[config.mk]
export PLATFORM = sky130hd
export DESIGN_NAME = mem_arbiter
export DESIGN_NICKNAME = d
export VERILOG_FILES = /design/src/rtl/mem_arbiter.sv
export SDC_FILE = /design/constraint.sdc
export NUM_CORES = 1
export LEC_CHECK = 0
export ABC_AREA = 1
export CORE_ASPECT_RATIO = 0.75
export CORE_MARGIN = 4
export CORE_UTILIZATION = 31
export DETAILED_ROUTE_END_ITERATION = 16
export PLACE_DENSITY_LB_ADDON = 0.08
export SLEW_MARGIN = 30
export SYNTH_ARGS = -nofsm -noshare
export SYNTH_HDL_FRONTEND = slang
export SYNTH_SLANG_ARGS = --single-unit
[constraint.sdc]
create_clock -name clk -period 3.91 [get_ports clk]
set_input_delay 0.391 -clock clk [delete_from_list [all_inputs] [get_ports clk]]
set_output_delay 0.391 -clock clk [all_outputs]
set_load 0.02 [all_outputs]
[src/rtl/mem_arbiter.sv]
// mem_arbiter: shares one main-memory port between the I-cache and D-cache.
// Each owner keeps the port for its whole burst, and its in-flight reads drain before the owner changes.
module mem_arbiter #(
    parameter int MEM_LAT = 4,
    parameter int MAX_OUT = 8
) (
    input  logic        clk,
    input  logic        rst,
    input  logic        i_req,
    input  logic [15:0] i_addr,
    output logic        i_grant,
    output logic        i_data_valid,
    input  logic        d_req,
    input  logic        d_wr,
    input  logic [15:0] d_addr,
    input  logic [15:0] d_wdata,
    output logic        d_grant,
    output logic        d_data_valid,
    output logic        mem_enable,
    output logic        mem_wr,
    output logic [15:0] mem_addr,
    output logic [15:0] mem_wdata,
    input  logic        mem_data_valid,
    output logic        arb_err
);
    localparam int CW = $clog2(MAX_OUT + 1);

    if (MEM_LAT < 1 || MAX_OUT < 1) begin : g_param_check
        $error("mem_arbiter: MEM_LAT and MAX_OUT must be at least 1");
    end

    typedef enum logic [1:0] {IDLE, OWN_I, OWN_D, DRAIN} state_t;

    state_t        state;
    logic          owner_d;
    logic [CW-1:0] outstanding;
    logic [CW-1:0] out_next;
    logic          owner_req;
    logic          full;
    logic          empty;
    logic          ret;
    logic          d_wins;

    always_comb begin
        i_grant      = state == OWN_I;
        d_grant      = state == OWN_D;
        owner_req    = i_grant ? i_req : d_grant & d_req;
        full         = outstanding == CW'(MAX_OUT);
        empty        = outstanding == '0;
        mem_wr       = d_grant & d_wr;
        // A read issued at the outstanding limit is suppressed; writes never count.
        mem_enable   = owner_req & (mem_wr | ~full);
        mem_addr     = i_grant ? i_addr : d_grant ? d_addr : 16'h0;
        mem_wdata    = d_grant ? d_wdata : 16'h0;
        ret          = mem_data_valid & ~empty;
        i_data_valid = ret & ~owner_d;
        d_data_valid = ret & owner_d;
        out_next     = outstanding + CW'(mem_enable & ~mem_wr) - CW'(ret);
        // owner_d doubles as last_owner, so a tie goes to the cache that did not own last.
        d_wins       = d_req & (~i_req | ~owner_d);
    end

    always_ff @(posedge clk) begin
        if (rst) begin
            state       <= IDLE;
            owner_d     <= 1'b0;
            outstanding <= '0;
            arb_err     <= 1'b0;
        end else begin
            outstanding <= out_next;
            if ((owner_req & ~mem_wr & full) | (mem_data_valid & empty))
                arb_err <= 1'b1;
            if (state == IDLE && (i_req | d_req)) begin
                state   <= d_wins ? OWN_D : OWN_I;
                owner_d <= d_wins;
            end else if ((i_grant | d_grant) & ~owner_req)
                state <= out_next == '0 ? IDLE : DRAIN;
            else if (state == DRAIN && out_next == '0)
                state <= IDLE;
        end
    end
endmodule

# Yosys cells after proc, flatten, opt, wreduce, memory -nomap -nowiden
# Index checks and enable logic that the tools add are counted.
[word_totals]
register_bits = 8
latch_bits = 0
mem_bits_rw = 0
mem_bits_ro = 0
mem_count = 0
[op_classes]
n_addsub = 2
multipliers = 0
div = 0
n_lt_le_gt_ge = 0
eq_ne = 4
shifts = 0
n_mux = 9
bitwise = 24
n_reduce_logical = 6
[ops]
columns = ["op", "count"]
rows = [
  ["2-to-1 mux 16 bit", 3],
  ["bitwise AND 1 bit", 11],
  ["2-to-1 mux 2 bit", 5],
  ["zero test 4 bit", 2],
  ["inverter 1 bit", 6],
  ["OR 1 bit", 5],
  ["adder 4 bit", 1],
  ["bitwise AND 1 x 4 -> 4 bit", 1],
  ["== test 2 bit (second input constant)", 2],
  ["== test 4 bit (second input constant)", 1],
  ["inverter 1 -> 4 bit", 1],
  ["subtractor 4 x 1 -> 4 bit", 1],
  ["nonzero test 3 bit", 1],
  ["== test 2 x 1 -> 1 bit (second input constant)", 1],
  ["logical AND 1 bit", 2],
  ["zero test 2 bit", 1],
  ["2-to-1 mux 1 bit", 1],
]

# Logic depth before layout (Yosys ltp)
# Gate-level depths: netlist of the first run.
[depth]
depth_word = 12
mapped_depth = 22
depth_no_buf = 21

# Worst setup path before layout of the first run
# Ideal clock, no wire load.
[synth_timing]
path_kind = "register to register"
startpoint = "register state[1]"
endpoint = "register state[0]"
arrival_ns = 3.119
required_ns = 3.799
setup_slack_ns = 0.680
stages_incl_launch_ff = 22
synth_period_minus_slack_ns = 3.230
path_cell_list = "dfxtp_1 inv_1 ha_1 buf_6 inv_6 nand3_4 nand2_4 inv_4 a31oi_1 nand2_1 ha_1 inv_1 ha_1 fa_1 inv_1 nand2_1 nor2_2 nand3_1 nor2_1 nor2_2 nor2_1 nor2_1"
[synth_via]
elab_cells_between_ends = 23
[synth_rtl]
columns = ["element", "line", "text"]
rows = [
  ["from (decl)", "34", "state_t state;"],
  ["from (signal assigned)", "74", "state <= d_wins ? OWN_D : OWN_I;"],
  ["from (signal assigned)", "77", "state <= out_next == '0 ? IDLE : DRAIN;"],
  ["== test 2 x 1 -> 1 bit (*)", "45", "i_grant = state == OWN_I;"],
  ["named net i_grant", "11", "output logic i_grant,"],
  ["2-to-1 mux 1 bit (*)", "47", "owner_req = i_grant ? i_req : d_grant & d_req;"],
  ["bitwise AND 1 bit (*)", "52", "mem_enable = owner_req & (mem_wr | ~full);"],
  ["named net mem_enable", "19", "output logic mem_enable,"],
  ["bitwise AND 1 x 4 -> 4 bit (*)", "58", "out_next = outstanding + CW'(mem_enable & ~mem_wr) - CW'(ret);"],
  ["adder 4 bit (*)", "58", ""],
  ["subtractor 4 x 1 -> 4 bit (*)", "58", ""],
  ["named net out_next[1]", "37", "logic [CW-1:0] out_next;"],
  ["zero test 4 bit (*)", "77, 78", ""],
  ["2-to-1 mux 2 bit", "77", ""],
  ["2-to-1 mux 2 bit", "76", "end else if ((i_grant | d_grant) & ~owner_req)"],
  ["2-to-1 mux 2 bit", "73", "if (state == IDLE && (i_req | d_req)) begin"],
]
# The timed path passes the listed nets; every way through them passes the cells marked *.
# A chain may end at the register's enable or synchronous reset.

# Worst setup path in the final report of the first run
[layout_timing]
startpoint = "register state[1]"
endpoint = "register state[1]"
[layout_via]
elab_chain_len = 11
elab_cells_between_ends = 23
[layout_lines]
columns = ["element", "line", "text"]
rows = [
  ["== test 2 bit", "46", "d_grant = state == OWN_D;"],
  ["bitwise AND 1 bit, on equally long branches", "47, 50", ""],
  ["2-to-1 mux 1 bit or OR 1 bit (tied branches)", "47, 52", ""],
  ["bitwise AND 1 bit", "52", ""],
  ["bitwise AND 1 x 4 -> 4 bit (*)", "58", ""],
  ["adder 4 bit (*)", "58", ""],
  ["subtractor 4 x 1 -> 4 bit (*)", "58", ""],
  ["named net out_next[1]", "37", ""],
  ["zero test 4 bit (*)", "77, 78", ""],
  ["2-to-1 mux 2 bit", "77", ""],
  ["2-to-1 mux 2 bit", "76", ""],
  ["2-to-1 mux 2 bit", "73", ""],
]
# Marked as above.

==> results of run 1 <==
final cells by class:
| type | instances | area [um^2] |
|---|---|---|
| clock buffers | 3 | 41.3 |
| fillers | 276 | 1050 |
| inverters | 39 | 154 |
| multi-input cells | 134 | 696 |
| flip-flops and latches | 8 | 160 |
| well taps | 38 | 47.5 |
| repair buffers | 94 | 936 |
worst max-delay path by stage:
stage	from	to
3_5_place_dp	d_req	state[0]
3_3_place_gp	d_req	state[0]
5_1_grt	state[1]	state[0]
6_report	state[1]	state[1]
2_1_floorplan	state[1]	state[0]
4_1_cts	state[1]	state[0]
state kept, by name (all words and copies together) (netlist names):
register	cells
arb_err	1
outstanding	4
state	2
owner_d	1
power by group through the flow:
stage,Sequential [W],Combinational (W),Clock (W)
finish,0.000132,0.000978,0.000103
global route,0.000137,0.00108,0.000112
CTS,0.000132,0.000980,0.000107
detailed placement,0.000133,0.000975,0
global placement,0.000132,0.000980,0
floorplan,0.000132,0.000618,0
per-stage QoR:
step / instance area [um^2] / utilization, %
global placement: 1990 / 64.6
detailed placement: 1990 / 64.6
floorplan: 1050 / -
finish: 2030 / 66.0
global route: 2030 / 66.0
CTS: 2030 / 66.0
worst register-to-register path, cell delays in order, from the launching register on:
cell	delay (ns)
dfxtp_1	0.36
inv_1	0.09
ha_1	0.34
inv_6	0.20
nand3_4	0.09
nand2_4	0.10
inv_4	0.04
a31oi_1	0.18
nand2_1	0.08
ha_1	0.27
inv_1	0.04
ha_1	0.21
fa_1	0.46
inv_1	0.09
nand2_1	0.06
nor2_2	0.12
nand3_1	0.11
nor2_1	0.14
nor2_2	0.05
nor2_1	0.08
nor2_1	0.04
cell usage in the layout (no fill, tap or decap):
cell type / n
nor2_1: 12
inv_6: 1
a21oi_1: 3
nand2_1: 70
clkdlybuf4s50_1: 92
fa_1: 1
clkbuf_8: 3
nand2_4: 2
nand3_1: 27
dfxtp_1: 8
nand4_1: 1
ha_1: 10
nand3_4: 1
inv_1: 36
a31oi_1: 2
nor2_2: 3
inv_2: 1
nand2_2: 1
inv_4: 1
buf_4: 2
o21ai_2: 1
routing by layer:
layer / share of wire, % / vias up / global-route usage (%)
li1: - / 747 / -
met1: 39 / 547 / 18.5
met2: 45 / 72 / 28.0
met3: 15 / 4 / 9.04
met4: 0.98 / 0 / 3.81
met5: 0 / - / 0
cells by family after synthesis:
kind of cell,Yosys count,share of synthesized area [%]
and+or+nand+nor,117,49.2
buffers and inverters,46,18.2
adders and majority gates,11,13.9
DFF,8,15.3
AOI/OAI and AO/OA,6,3.47
==> metrics.md, run 1 <==
| Metric | Value |
|---|---|
| Number of setup buffers added after CTS | 0 |
| CORE AREA | 3080 um^2 |
| Sw frac | 50.4% |
| Finished Layout Cells | 316 |
| Min Hold Slack | 0.492 ns |
| Post-DRT Antenna Nets | 0 |
| Total Power | 0.00121 W |
| GRT Util Overall | 16.7% |
| Combinational Power Share | 80.6% |
| Remaining global-route overflow | 0 |
| WS Path Type | reg2reg |
| WP data arrival | approximately 3.4 ns |
| Lkg Pwr | 1.05 nW |
| Clk slew on worst S/H paths | 0.05 ns |
| Clk sinks | 8 |
| Hold-fix buffers at CTS | 0 |
| HP Class | reg2reg |
| Area share of the leading cell type in the synthesized netlist | 25.1% |
| DIE HEIGHT | roughly 60 um |
| Worst r2r src | state[1] |
| 1st-pass router iterations | 4 |
| Crit path buffers/inverters | 5 |
| Max rail drop VDD | about 0.27 mV |
| PortBufs | slightly above 90 |
| Total CTS buffers | 3 |
| First-pass GRT wire length | ~5800 um |
| Worst min-delay path startpoint | arb_err |
| Setup WS post-layout | ~0.66 ns |
| Netlist cell types | 22 |
| Sequential share of power | roughly 11% |
| Vias in the first global route | approximately 1.3k |
| Instance count on the critical path | 20 |
| Worst Clk Skew | 0.00889 ns |
| Initial DRC count | 38 |
| Wirelength, routed | 3670 um |
| Critical path's largest stage delay | 0.46 ns |
| Worst slew pin tran | 0.545 ns |
| CTS H-tree depth | 1 |
| RSZ-0062 raised after global routing | false |
| Final setup fails | 0 |
| Cell Chain, Critical Path | inv_1 -> ha_1 -> inv_6 -> nand3_4 -> nand2_4 -> inv_4 -> a31oi_1 -> nand2_1 -> ha_1 -> inv_1 -> ha_1 -> fa_1 -> inv_1 -> nand2_1 -> nor2_2 -> nand3_1 -> nor2_1 -> nor2_2 -> nor2_1 -> nor2_1 |
| CTS tree | done |
| DR DRC count | 0 |
| Hold Path End | arb_err |
| CP Max Fanout | 17 |
| Std-Cell Rows | 17 |
| P_sw | just over 0.0006 W |
| Dpl ws | 0.677 ns |
| Most frequent cell after synthesis | nand2_1 |
| Clk Latency, worst-skew pair | 0.23 ns |
| Clock Path Buffers | 2 |
| Vias | 1370 |
| Synthesized area per cell | 5.56 um^2 |
| Synth top cells by count | nand2_1, inv_1, nand3_1, nor2_1, ha_1 |
| Internal power | 0.000602 W |
| Routability congestion estimate | 0.904 |
| R2r endpoint | state[1] |
| Root Driver | clkbuf_8 |
| Final #Nets | 345 |
| Post-CTS sizing | 0 |
| PD cells | between 500 and 600 nW/um^2 |
| Setup slack, reg-to-reg | 0.66 ns |
| # diodes | 0 |
| Share of cells above drive strength 1 | 5.76% |
| # placed instances | 313 |
| Worst path required time | 4.03 ns |
| Dominant synthesized flop cell | dfxtp_1 |
| DP HPWL | roughly 3100 um |
| Die X | ~75 um |
| Final hold vios | 0 |
| Pin count of the biggest net entering global routing | 22 |
| Cell family with most CP delay | adder cells |
| Startpoint type of the worst setup path | flip-flop |
| Post-synthesis register bit count | 8 |
| Largest area contributor in the netlist | nand2_1 |
| Post-synthesis sequential area ratio | ~15% |
| Worst rel slew slack | 63.6% |
| Die footprint | 4380 um^2 |
| WL/cell | 11.6 um |
| Synth warnings | 0 |
| FF-to-FF path depth | 20 |
| Layout Area Growth over Synthesis | 94.5% |
| Max frequency | 308 MHz |
| Net Count, Synth | 253 |
| Fin crit share | a little over 80% |
| Asr flop ratio synth | 0% |
| Worst setup EP type | flip-flop |
| Syn Std Cell Area | 1050 um^2 |
| Slowest cell on crit path | fa_1 |
| Final min period | 3.25 ns |
| Io pins | 93 |
| Worst Hold Path Cells | 2 |
| Max-cap violations | 0 |
| Max Slew Vio Count | 0 |
| Clock Power Share | 8.5% |
| Via density per instance | roughly 4.3 |
| Cells after synthesis | about 190 |
| Antenna violations before repair | 0 |
| Initial Util | around a third |
| Post-synth EDFFs | 0 |
| Outcome | completed |
| Setup TNS Final | 0 ns |
| Synth area leaders | nand2_1, dfxtp_1, inv_1 |
Note: power is estimated with default switching activity, not from simulation.
==> inputs of run 2 (changes only) <==
Clock period 3.91 ns to 3 ns, I/O delays scaled along.
==> run 2 against run 1 <==
Compared with the run above: non-clock buffer count grew 6; worst hold slack got worse by 0.027 ns; clock power increased by 28%; largest power group unchanged; critical endpoint unchanged.
==> metrics.md, run 2 (synthesized netlist as in run 1, its figures left out) <==
| Metric | Value |
|---|---|
| Outcome | completed |
| CTS H-tree depth | 1 (unchanged) |
| Final #Nets | 351 (+1.7%) |
| Worst setup EP type | flip-flop |
| Initial DRC count | 36 (-5.3%) |
| Max frequency | 362 MHz (+18%) |
| PD cells | 774 nW/um^2 (+30%) |
| WS Path Type | reg2reg |
| DR DRC count | 0 (unchanged) |
| Final hold vios | 0 (unchanged) |
| Top reg by flops | outstanding |
| Most common cell after layout, fill and taps aside | clkdlybuf4s50_1 |
| Initial Util | 33.9% (unchanged) |
| Slowest cell on crit path | fa_1 |
| Final min period | 2.76 ns (-0.487 ns) |
| Finished Layout Cells | 322 (+1.9%) |
| WL/cell | 11.8 um (+1.2%) |
| Post-DRT Antenna Nets | 0 (unchanged) |
| Clock Power Share | 8.0% (-0.5 points) |
| PortBufs | 92 (unchanged) |
| CTS tree | done |
| Cell Chain, Critical Path | inv_2 -> ha_4 -> nand2_1 -> nand2_4 -> inv_4 -> a31oi_4 -> nand2_1 -> ha_1 -> inv_1 -> ha_1 -> fa_1 -> inv_1 -> nand2_1 -> nor2_2 -> nand3_1 -> nor2_1 -> nor2_2 -> nor2_1 -> nor2_1 |
| Share of cells above drive strength 1 | 10.2% (+4.5 points) |
| Max rail drop VDD | 0.480 mV (+78%) |
| Startpoint type of the worst setup path | flip-flop |
| First-pass GRT wire length | 5930 um (+3.1%) |
| Combinational Power Share | 80.8% (+0.2 points) |
| Worst rel slew slack | 76.7% (+13 points) |
| Lkg Pwr | 1.08 nW (+2.9%) |
| Multi-input gate area | 736 um^2 (+5.8%) |
| Antenna violations before repair | 0 (unchanged) |
| Final setup fails | 0 (unchanged) |
| WP data arrival | 2.89 ns (-0.48 ns) |
| Total CTS buffers | 3 (unchanged) |
| Wirelength, routed | 3790 um (+3.1%) |
| P_sw | 0.000821 W (+34%) |
| Worst slew pin tran | 0.349 ns (-0.197 ns) |
| FILL cells | 284 (+2.9%) |
| Routability congestion estimate | 0.810 (-10%) |
| # placed instances | 319 (+1.9%) |
| Vias | 1402 (+2.3%) |
| Root Driver | clkbuf_8 |
| Std-Cell Rows | 17 (unchanged) |
| Sw frac | 50.0% (-0.43 points) |
| Setup TNS Final | 0 ns (unchanged) |
| Most frequent cells in the layout | clkdlybuf4s50_1, nand2_1, inv_1 |
| Via density per instance | 4.35 (+0.43%) |
| Io pins | 93 (unchanged) |
| Die X | 75.1 um (unchanged) |
| # diodes | 0 (unchanged) |
| Max reg flops | 4 (unchanged) |
| Max-cap violations | 0 (unchanged) |
| Sequential share of power | 11.2% (+0.3 points) |
| Clk Latency, worst-skew pair | 0.23 ns (about the same) |
| Layout Area Growth over Synthesis | 103% |
| Register Area | 165 um^2 (+3.1%) |
| Worst Clk Skew | 0.00453 ns (-0.00436 ns) |
| Clk slew on worst S/H paths | 0.04 ns (about the same) |
| Critical path's largest stage delay | 0.42 ns (-0.04 ns) |
| Max Slew Vio Count | 0 (unchanged) |
| Internal power | 0.000822 W (+37%) |
| Final Core Density | 68.9% (+2.9 points) |
| Fin crit share | 92.0% (+9.0 points) |
| Clock Path Buffers | 2 (unchanged) |
| Worst path required time | 3.13 ns (-0.90 ns) |
| Top Registers | outstanding: 4 flops, state: 2 flops |
| Die footprint | 4380 um^2 (unchanged) |
| Pin count of the biggest net entering global routing | 34 (+55%) |
| DP HPWL | 3220 um (+2.2%) |
| 1st-pass router iterations | 4 (unchanged) |
| DIE HEIGHT | 58.3 um (unchanged) |
| GRT Util Overall | 17.2% (+0.48 points) |
| HP Class | reg2reg |
| Remaining global-route overflow | 0 (unchanged) |
| Vias in the first global route | 1374 (+3.7%) |
| Hold-fix buffers at CTS | 0 (unchanged) |
| Clk sinks | 8 (unchanged) |
| CORE AREA | 3080 um^2 (unchanged) |
| CP Max Fanout | 4 (-13) |
| Number of setup buffers added after CTS | 0 (unchanged) |
==> run 2: repair_timing <==
item | CTS | global route
resized for setup | 0 | 7
hold endpoints to repair | 0 | 0
setup endpoints to repair | 0 | 2
==> run 2: routing by layer <==
metal	track usage, %	share of wire [%]	wire length, um	up-vias
met2	30.8	46	1760	68
met1	18.5	39	1460	570
met5	0	0	0	-
li1	-	-	-	758
met3	7.85	13	508	6
met4	3.55	1.5	55	0
==> run 2: final timing paths <==
check                           slack [ns]  cells past startpoint        to      from
worst max-delay path                  0.24                     19  state[1]  state[1]
worst min-delay path                  0.47                      2   arb_err   arb_err
worst max register to register        0.24                     19  state[1]  state[1]
worst min register to register        0.47                      2   arb_err   arb_err
==> run 2: cell type report <==
class,count,share of cell area [%]
Clock buffer,3,1.94
Inverter,39,7.24
Multi-Input combinational cell,134,34.6
Sequential cell,8,7.77
Tap cell,38,2.24
Timing Repair Buffer,100,46.2
==> run 2: worst max-delay path: cells and delay by family, from the launching register on <==
family | cells | cell delay [ns]
flops | 1 | 0.35
compound gates | 1 | 0.13
buf+inv | 4 | 0.25
simple gates | 10 | 0.86
fa+ha+maj | 4 | 1.05
==> run 2: through the flow <==
| step | power [W] | hold slack (ns) | area (um^2) | worst slack [ns] |
|---|---|---|---|---|
| 2_1_floorplan | 0.000996 | 0.369 | 1070 | 0.0548 |
| 3_3_place_gp | 0.00148 | 0.465 | 2060 | 0.0757 |
| 4_1_cts | 0.00163 | 0.472 | 2100 | 0.125 |
| 3_5_place_dp | 0.00149 | 0.465 | 2060 | 0.0186 |
| 5_1_grt | 0.00180 | 0.516 | 2120 | -0.00308 |
| 6_report | 0.00164 | 0.465 | 2120 | 0.241 |
==> run 2: power by group through the flow <==
| stage | Combinational [W] | Clock [W] | Sequential (W) |
|---|---|---|---|
| 2_1_floorplan | 0.000824 | 0 | 0.000173 |
| 3_3_place_gp | 0.00130 | 0 | 0.000174 |
| 3_5_place_dp | 0.00131 | 0 | 0.000176 |
| 4_1_cts | 0.00132 | 0.000133 | 0.000174 |
| 5_1_grt | 0.00147 | 0.000138 | 0.000189 |
| 6_report | 0.00133 | 0.000132 | 0.000185 |
